<file path="src/rtl/retire_pkg.sv">
// retire_pkg: shared layout of the 70-bit retirement record.
// Record layout: {rf_en[69], waddr[68:64], wdata[63:32], pc[31:0]}.
package retire_pkg;

    localparam int RETIRE_W     = 70;
    localparam int RT_PC_LSB    = 0;
    localparam int RT_WDATA_LSB = 32;
    localparam int RT_WADDR_LSB = 64;
    localparam int RT_RFEN_BIT  = 69;

    typedef struct packed {
        logic        rf_en;
        logic [4:0]  waddr;
        logic [31:0] wdata;
        logic [31:0] pc;
    } retire_rec_t;

    // Build a flat record from its fields using the named offsets.
    function automatic logic [RETIRE_W-1:0] pack_rec(
        input logic        en,
        input logic [4:0]  waddr,
        input logic [31:0] wdata,
        input logic [31:0] pc
    );
        logic [RETIRE_W-1:0] r;
        r                       = '0;
        r[RT_RFEN_BIT]          = en;
        r[RT_WADDR_LSB +: 5]    = waddr;
        r[RT_WDATA_LSB +: 32]   = wdata;
        r[RT_PC_LSB +: 32]      = pc;
        return r;
    endfunction

endpackage

</file>
<file path="src/rtl/retire_fifo.sv">
// retire_fifo: generic DEPTH x WIDTH synchronous FIFO, no fall-through.
// Head data reads as zero while empty so the output is defined after reset
// without resetting the storage array.
module retire_fifo #(
    parameter int DEPTH = 4,
    parameter int WIDTH = 70
) (
    input  logic                     clk,
    input  logic                     rst,
    input  logic                     push,
    input  logic                     pop,
    input  logic [WIDTH-1:0]         wdata,
    output logic [WIDTH-1:0]         rdata,
    output logic                     full,
    output logic                     empty,
    output logic [$clog2(DEPTH):0]   count
);

    localparam int PTR_W = $clog2(DEPTH);
    localparam int CNT_W = PTR_W + 1;

    logic [WIDTH-1:0] mem [DEPTH];
    logic [PTR_W-1:0] wr_ptr;
    logic [PTR_W-1:0] rd_ptr;
    logic             do_push;
    logic             do_pop;

    assign empty   = (count == '0);
    assign full    = (count == CNT_W'(DEPTH));
    assign do_pop  = pop & ~empty;
    // A push into a full FIFO is only taken when the head leaves this cycle.
    assign do_push = push & (~full | do_pop);
    assign rdata   = empty ? '0 : mem[rd_ptr];

    // Pointer and occupancy bookkeeping; pointers wrap naturally at DEPTH.
    always_ff @(posedge clk or posedge rst) begin
        if (rst) begin
            wr_ptr <= '0;
            rd_ptr <= '0;
            count  <= '0;
        end else begin
            if (do_push) wr_ptr <= wr_ptr + 1'b1;
            if (do_pop)  rd_ptr <= rd_ptr + 1'b1;
            case ({do_push, do_pop})
                2'b10:   count <= count + 1'b1;
                2'b01:   count <= count - 1'b1;
                default: count <= count;
            endcase
        end
    end

    // Storage write; data array is intentionally not reset.
    always_ff @(posedge clk) begin
        if (do_push) mem[wr_ptr] <= wdata;
    end

endmodule

</file>
<file path="src/rtl/retire_trace_unit.sv">
// retire_trace_unit: pairs each commit with the PC of its instruction and
// publishes the record on inst_retire and through a valid/ready trace FIFO.
// Build option: define RETIRE_STALL_EN to back-pressure the CPU when the
// FIFO is full; otherwise overflowing records are dropped and counted.
module retire_trace_unit
    import retire_pkg::*;
#(
    parameter int DEPTH  = 4,
    parameter int DROP_W = 16
) (
    input  logic                clk,
    input  logic                rst,
    input  logic                inst_req_fire,
    input  logic [31:0]         pc,
    input  logic                commit,
    input  logic                rf_wen,
    input  logic [4:0]          rf_waddr,
    input  logic [31:0]         rf_wdata,
    output logic [RETIRE_W-1:0] inst_retire,
    output logic                trace_valid,
    input  logic                trace_ready,
    output logic [RETIRE_W-1:0] trace_data,
    output logic                retire_stall,
    output logic [DROP_W-1:0]   drop_cnt
);

    localparam int CNT_W = $clog2(DEPTH) + 1;

    logic [31:0]      ret_pc;
    retire_rec_t      rec;
    logic             fifo_push;
    logic             fifo_pop;
    logic             fifo_full;
    logic             fifo_empty;
    logic [CNT_W-1:0] fifo_count;

    // The record always uses the PC latched before this cycle's fetch.
    assign rec         = pack_rec(rf_wen, rf_waddr, rf_wdata, ret_pc);
    assign trace_valid = ~fifo_empty;
    assign fifo_pop    = trace_valid & trace_ready;
    assign fifo_push   = commit & (~fifo_full | fifo_pop);

    // PC of the most recently fetched instruction.
    always_ff @(posedge clk or posedge rst) begin
        if (rst) ret_pc <= '0;
        else if (inst_req_fire) ret_pc <= pc;
    end

    // Trace-checker bus: load on commit, otherwise only the enable bit drops.
    always_ff @(posedge clk or posedge rst) begin
        if (rst) inst_retire <= '0;
        else if (commit) inst_retire <= rec;
        else inst_retire[RT_RFEN_BIT] <= 1'b0;
    end

    retire_fifo #(
        .DEPTH (DEPTH),
        .WIDTH (RETIRE_W)
    ) u_fifo (
        .clk   (clk),
        .rst   (rst),
        .push  (fifo_push),
        .pop   (fifo_pop),
        .wdata (rec),
        .rdata (trace_data),
        .full  (fifo_full),
        .empty (fifo_empty),
        .count (fifo_count)
    );

`ifdef RETIRE_STALL_EN
    assign retire_stall = (fifo_count == CNT_W'(DEPTH)) & ~trace_ready;
    assign drop_cnt     = '0;
`else
    logic drop;

    assign retire_stall = 1'b0;
    assign drop         = commit & (fifo_count == CNT_W'(DEPTH)) & ~fifo_pop;

    // Saturating count of records lost to a full FIFO.
    always_ff @(posedge clk or posedge rst) begin
        if (rst) drop_cnt <= '0;
        else if (drop && (drop_cnt != {DROP_W{1'b1}})) drop_cnt <= drop_cnt + 1'b1;
    end
`endif

endmodule

</file>
<file path="config.mk">
export PLATFORM = sky130hd
export DESIGN_NAME = retire_trace_unit
export DESIGN_NICKNAME = d
export VERILOG_FILES = /design/src/rtl/retire_pkg.sv /design/src/rtl/retire_fifo.sv /design/src/rtl/retire_trace_unit.sv
export SDC_FILE = /design/constraint.sdc
export NUM_CORES = 1
export LEC_CHECK = 0
export CAP_MARGIN = 5
export CORE_ASPECT_RATIO = 1.75
export CORE_MARGIN = 3
export CORE_UTILIZATION = 44
export CTS_CLUSTER_SIZE = 14
export DETAILED_ROUTE_END_ITERATION = 8
export GPL_ROUTABILITY_DRIVEN = 1
export PLACE_DENSITY = 0.7
export SLEW_MARGIN = 40
export SYNTH_ARGS = -nofsm -noshare
export SYNTH_HDL_FRONTEND = slang
export SYNTH_SLANG_ARGS = --single-unit
export TNS_END_PERCENT = 1
</file>
<file path="constraint.sdc">
create_clock -name clk -period 3.7 [get_ports clk]
set_clock_uncertainty 0.05 [all_clocks]
set_input_delay 0.37 -clock clk [delete_from_list [all_inputs] [get_ports clk]]
set_output_delay 0.37 -clock clk [all_outputs]
set_load 0.02 [all_outputs]
</file>
After elaboration in Yosys (flattened, before gate mapping)
Memories as Yosys holds them, arrays and structs flattened.
Cells that the tools add are included.
{"block": "word_totals", "reg_bits": 125, "ramBits": 280, "memories": 1}
{"memory": "u_fifo.mem", "words": 4, "word_bits": 70, "read_ports": 1, "rd_ports_with_merged_regs": 0, "wr": 1, "line_no": "retire_fifo.sv:22", "text": "logic [WIDTH-1:0] mem [DEPTH];"}
{"block": "classes", "add_sub_neg": 5, "eq_ne": 4, "n_mux": 5, "n_bitwise": 11, "reduce_logical": 3}
{"cell": "2-to-1 mux 70 bit", "n": 1}
{"cell": "adder 16 x 1 -> 16 bit (second input constant)", "n": 1}
{"cell": "!= test 16 bit (second input constant)", "n": 1}
{"cell": "bitwise AND 1 bit", "n": 6}
{"cell": "one-hot mux 3 bit (2 select lines)", "n": 1}
{"cell": "adder 2 x 1 -> 2 bit (second input constant)", "n": 2}
{"cell": "adder 3 x 1 -> 3 bit (second input constant)", "n": 1}
{"cell": "equality test 3 bit (second input constant)", "n": 1}
{"cell": "logical NOT 3 bit", "n": 1}
{"cell": "2-to-1 mux 1 bit", "n": 3}
{"cell": "NOT 1 bit", "n": 3}
{"cell": "subtractor 3 x 1 -> 3 bit (second input constant)", "n": 1}
{"cell": "equality test 2 x 1 -> 1 bit (second input constant)", "n": 1}
{"cell": "equality test 2 bit (second input constant)", "n": 1}
{"cell": "OR 1 bit", "n": 2}
{"cell": "nonzero test 2 bit", "n": 1}
{"cell": "logical AND 1 bit", "n": 1}

Longest topological paths before layout
{"block": "logic_depth", "word_depth": 8, "depth_mapped": 10}

Hierarchy
From an unflattened synthesis, not the netlist that was laid out.
{"block": "unflattened", "cells_unflattened": 782, "area_unflattened_um2": 15683.8}
{"module": "retire_fifo", "n_inst": 1, "cells_each": 484, "area_each_um2": 11091.9, "seq_area_each_um2": 8583.2}
{"module": "retire_trace_unit", "n_inst": 1, "cells_each": 298, "area_each_um2": 4591.9, "seq_area_each_um2": 2952.8}

Worst setup path after synthesis
No wires, ideal clock.
{"block": "synth_timing", "kind": "register to register", "start": "reg u_fifo.count[2]", "end": "mem u_fifo.mem[0][0] (enable)", "arrival_time_ps": 2614, "path_slack_ps": 601, "stages_incl_launch_ff": 5, "path_buffers": 1, "synth_period_minus_slack_ps": 3099, "path_cell_list": "dfrtp_1 -> nor4b_4 -> and2b_2 -> clkbuf_1 -> and2_1"}
{"block": "synth_between", "elab_chain_len": 8, "elab_cells_between_ends": 12}
{"element": "start: declaration", "line_no": "retire_fifo.sv:16", "text": "output logic [$clog2(DEPTH):0] count"}
{"element": "start signal: assignment", "line_no": "retire_fifo.sv:45", "text": "2'b10: count <= count + 1'b1;"}
{"element": "start signal: assignment", "line_no": "retire_fifo.sv:46", "text": "2'b01: count <= count - 1'b1;"}
{"element": "start signal: assignment", "line_no": "retire_fifo.sv:47", "text": "default: count <= count;"}
{"element": "logical NOT 3 bit", "line_no": "retire_fifo.sv:28", "text": "assign empty = (count == '0);"}
{"element": "NOT 1 bit", "line_no": "retire_fifo.sv:30, retire_trace_unit.sv:39"}
{"element": "bitwise AND 1 bit", "line_no": "retire_trace_unit.sv:40", "text": "assign fifo_pop = trace_valid & trace_ready;"}
{"element": "OR 1 bit / bitwise AND 1 bit (equally long branches)", "line_no": "retire_trace_unit.sv:41, retire_fifo.sv:30"}
{"element": "bitwise AND 1 bit / OR 1 bit (equally long branches)", "line_no": "retire_trace_unit.sv:41, retire_fifo.sv:32"}
{"element": "bitwise AND 1 bit (*)", "line_no": "retire_fifo.sv:32", "text": "assign do_push = push & (~full | do_pop);"}
{"element": "2-to-1 mux 1 bit (*)", "line_no": "retire_fifo.sv:54", "text": "if (do_push) mem[wr_ptr] <= wdata;"}
{"element": "2-to-1 mux 1 bit (implied by the code) (*)", "line_no": "retire_fifo.sv:54"}
{"element": "end: declaration", "line_no": "retire_fifo.sv:22"}
Mark *: on every way between the ends. The rest lies on a longest branch, timed or not.

Final worst setup path
{"block": "layout_timing", "start": "reg u_fifo.rd_ptr[0]", "end": "out trace_data[28]"}
{"block": "layout_between", "elab_chain_len": 2}
{"element": "start: declaration", "line_no": "retire_fifo.sv:24", "text": "logic [PTR_W-1:0] rd_ptr;"}
{"element": "start signal: assignment", "line_no": "retire_fifo.sv:43", "text": "if (do_pop) rd_ptr <= rd_ptr + 1'b1;"}
{"element": "memory (4 x 70 bit)"}
{"element": "2-to-1 mux 70 bit", "line_no": "retire_fifo.sv:33", "text": "assign rdata = empty ? '0 : mem[rd_ptr];"}
{"element": "end: declaration", "line_no": "retire_trace_unit.sv:22", "text": "output logic [RETIRE_W-1:0] trace_data,"}
Every way passes these cells.

==> summary.txt <==
Run status
  • Status: finished clean

STA
  • Final setup vio count: 0
  • RSZ-0062 raised after global routing: no
  • Final hold violation count: 0
  • Max Freq: 307 MHz
  • Rel. slew slack: 56.2%
  • Slew @ Worst Pin: 0.657 ns
  • Final Cycle Share: 88.0%
  • Hold_ws: 0.141 ns
  • Max Slew Vio Count: 0
  • Final critical-path required period: 3.25 ns
  • Setup tns final: 0 ns

Run
  • Max Cap Viol: 0

CTS
  • Clock Path Buffers: 3
  • Cts-stage hold buffer count: 0
  • Root Buffer: clkbuf_16
  • Post_cts resized: 0
  • CTS tree: done
  • Clk slew on worst S/H paths: 0.06 ns
  • Skew-Pair Late Insertion Delay: 0.52 ns
  • CTS Buf Count: 38
  • CTS H-Tree Depth: 2
  • Clock Sinks: 405
  • # Post-CTS Setup Buffers: 0

Yosys
  • Count leader, synth: edfxtp_1
  • Ys Warns: 0
  • Synth Area in XOR/XNOR: 1.02%
  • Flops & latches, synth: 405
  • Synthesized Nets: 859
  • Post-synth top cells: 280 x edfxtp_1, 125 x dfrtp_1, 104 x mux2_2
  • Netlist Area Pre-Place: 15500 um^2
  • Ranking of synthesized cells by area: edfxtp_1 54%, dfrtp_1 20%, mux4_2 10%
  • Largest area contributor in the netlist: edfxtp_1
  • Main combinational cell family by area after synthesis: multiplexers
  • Number of enable flip-flop cells after synthesis: 280
  • Post-synth cell types: 36
  • Syn Area/Cell: 20.0 um^2
  • Post-synth top flop: edfxtp_1
  • Register area share after synthesis: 74.3%
  • Synth top area share: 54.1%
  • Synth async-reset ratio: 30.9%
  • Compound-Gate Fraction of Synth Area: 0.403%
  • Multiplexer area fraction after synthesis: 17.8%
  • Synth Area in Simple Gates: 4.62%
  • Syn Inst Count: 777
  • Adder-Cell Fraction of Synth Area: 0.612%

Power
  • Pleak: 0.00697 uW
  • Maximum VDD drop: 0.485 mV
  • PwrDens: 770 nW/um^2
  • Combinational fraction of design power: 34.3%
  • Sequential share of power: 40.7%
  • Net Sw Power: 4570 uW
  • P_int: 10600 uW
  • Final Power: 15200 uW
  • Clock power share: 25.0%
  • Sw frac: 30.2%

Drt
  • Avg WL per Cell: 20.8 um
  • Iteration-0 DRC Markers: 307
  • Vias per Instance: 5.17
  • Remaining DRCs: 0
  • Antenna Nets Post-Route: 0
  • Drt first pass iters: 4
  • Final WL: 31.4 mm
  • Vias post-DR: 7800

Placed design
  • Dpl hpwl: 19.7 mm
  • Routability cong.: 0.750
  • IO buf count: 231
  • Placed insts: 1441

Worst hold path
  • Worst Hold Class: input port to asynchronous set/reset pin

Setup path
  • CP Launch Type: register
  • CP arrival: 2.83 ns
  • CP max stage delay: 0.67 ns
  • Critical path peak fanout: 29
  • Worst EP required: 3.28 ns
  • Worst Setup End Kind: output port
  • Critical path class: register to output port
  • Critical path cell sequence: buf_12, mux4_2, and2_1, clkdlybuf4s50_1
  • Worst path slowest cell: dfrtp_4

Final layout
  • Filler instances: 2703
  • Layout Cells excl Fill: 1509
  • Layout cells sized above 1: 24.2%
  • Storage element area: 11500 um^2
  • Multi-input gate area: 3810 um^2
  • Antenna fix cells: 0
  • Nets: 1103
  • Area growth, synth to finish: 26.8%

Die
  • Site Rows: 90
  • Die H: 255 um
  • Die area: 37700 um^2
  • Die Width: 148 um
  • Starting density of the core: 44.8%
  • Io pins: 233
  • Core region area: 34700 um^2

GRT
  • Tot GR Track Use: 16.6%
  • Pin count of the biggest net entering global routing: 71
  • First-pass GRT wire length: 48.3 mm
  • Congestion Overflow GR: 0
  • Vias in the first global route: 8459
  • Antenna violations before repair: 0
[critical path: cells and delay by family, from the launching register on]
family                 cells  cell delay (ns)
AND/OR/NAND/NOR            1             0.18
flip-flops                 1             0.67
buffers and inverters      2             0.83
multiplexers               1             0.60
[logic make-up after synthesis]
logic type,after synthesis
AO/OA/AOI/OAI,8
other,1
AND/OR/NAND/NOR,114
XOR/XNOR,18
multiplexers,175
adder cells (fa/ha/maj),7
flip-flops,405
buffers and inverters,49
[cells in the final DEF, fill, tap and decap left out, types with 4 or more instances in the layout]
cell | Yosys | layout
edfxtp_1 | 280 | 280
clkdlybuf4s50_1 | 0 | 229
dfrtp_1 | 125 | 123
mux2_2 | 104 | 104
and2_1 | 76 | 72
mux4_2 | 70 | 70
clkbuf_16 | 0 | 39
clkbuf_1 | 19 | 15
xor2_1 | 13 | 13
buf_12 | 0 | 10
inv_1 | 10 | 9
nand2_1 | 9 | 9
nand3_1 | 6 | 6
nor3_1 | 6 | 6
ha_1 | 6 | 6
xnor2_1 | 5 | 5
and2_4 | 0 | 4
clkinv_2 | 0 | 4
buf_4 | 1 | 4
[area by class of cell]
cell class / count / area share [%]
Sequential cell: 405 / 58.6
Multi-Input combinational cell: 323 / 19.3
Timing Repair Buffer: 243 / 12.8
Clock buffer: 56 / 5.38
Tap cell: 460 / 2.92
Clock inverter: 12 / 0.749
Inverter: 10 / 0.210
[sequential cells by signal, summed over array words and instances, names as in the netlist]
| signal | count |
|---|---|
| u_fifo.mem | 280 |
| ret_pc | 32 |
| u_fifo.wr_ptr | 2 |
| drop_cnt | 16 |
| inst_retire | 70 |
| u_fifo.count | 3 |
| u_fifo.rd_ptr | 2 |
[per-layer routing]
| metal | wire length, um | vias to the layer above | global-route usage, % |
|---|---|---|---|
| li1 | - | 3488 | - |
| met1 | 11800 | 4067 | 19.2 |
| met2 | 17400 | 187 | 30.8 |
| met3 | 1190 | 58 | 2.58 |
| met4 | 1090 | 0 | 6.61 |
| met5 | 0 | - | 0 |
[per-stage QoR]
step / area, um^2 / setup slack (ns) / util (%)
2_1_floorplan: 15500 / 0.601 / -
3_3_place_gp: 18500 / 0.891 / 53.2
3_5_place_dp: 18500 / 0.923 / 53.3
4_1_cts: 19700 / 0.346 / 56.8
5_1_grt: 19700 / 0.286 / 56.8
6_report: 19700 / 0.445 / 56.8
[path summary, 6_finish.rpt]
path                             startpoint         endpoint  slack [ns]  cells past startpoint
max in group asynchronous               rst  inst_retire[57]        2.82                      3
setup reg to reg            u_fifo.count[0]  u_fifo.count[2]        1.26                      8
hold reg to reg             inst_retire[58]  inst_retire[58]        0.45                      1
setup / recovery           u_fifo.rd_ptr[0]   trace_data[28]        0.45                      4
min in group clk                     commit  inst_retire[69]        0.39                      2
hold / removal                          rst   inst_retire[9]        0.14                      2
[power by group through the flow]
stage,registers (uW),logic [uW],clock network (uW)
after global placement,6220,5280,0
after CTS,6190,5340,3910
after global routing,6250,5530,4080
after detailed placement,6280,5330,0
final,6170,5210,3790
after floorplan,6190,3000,0
No activity file was read; power rests on OpenSTA's default activity.
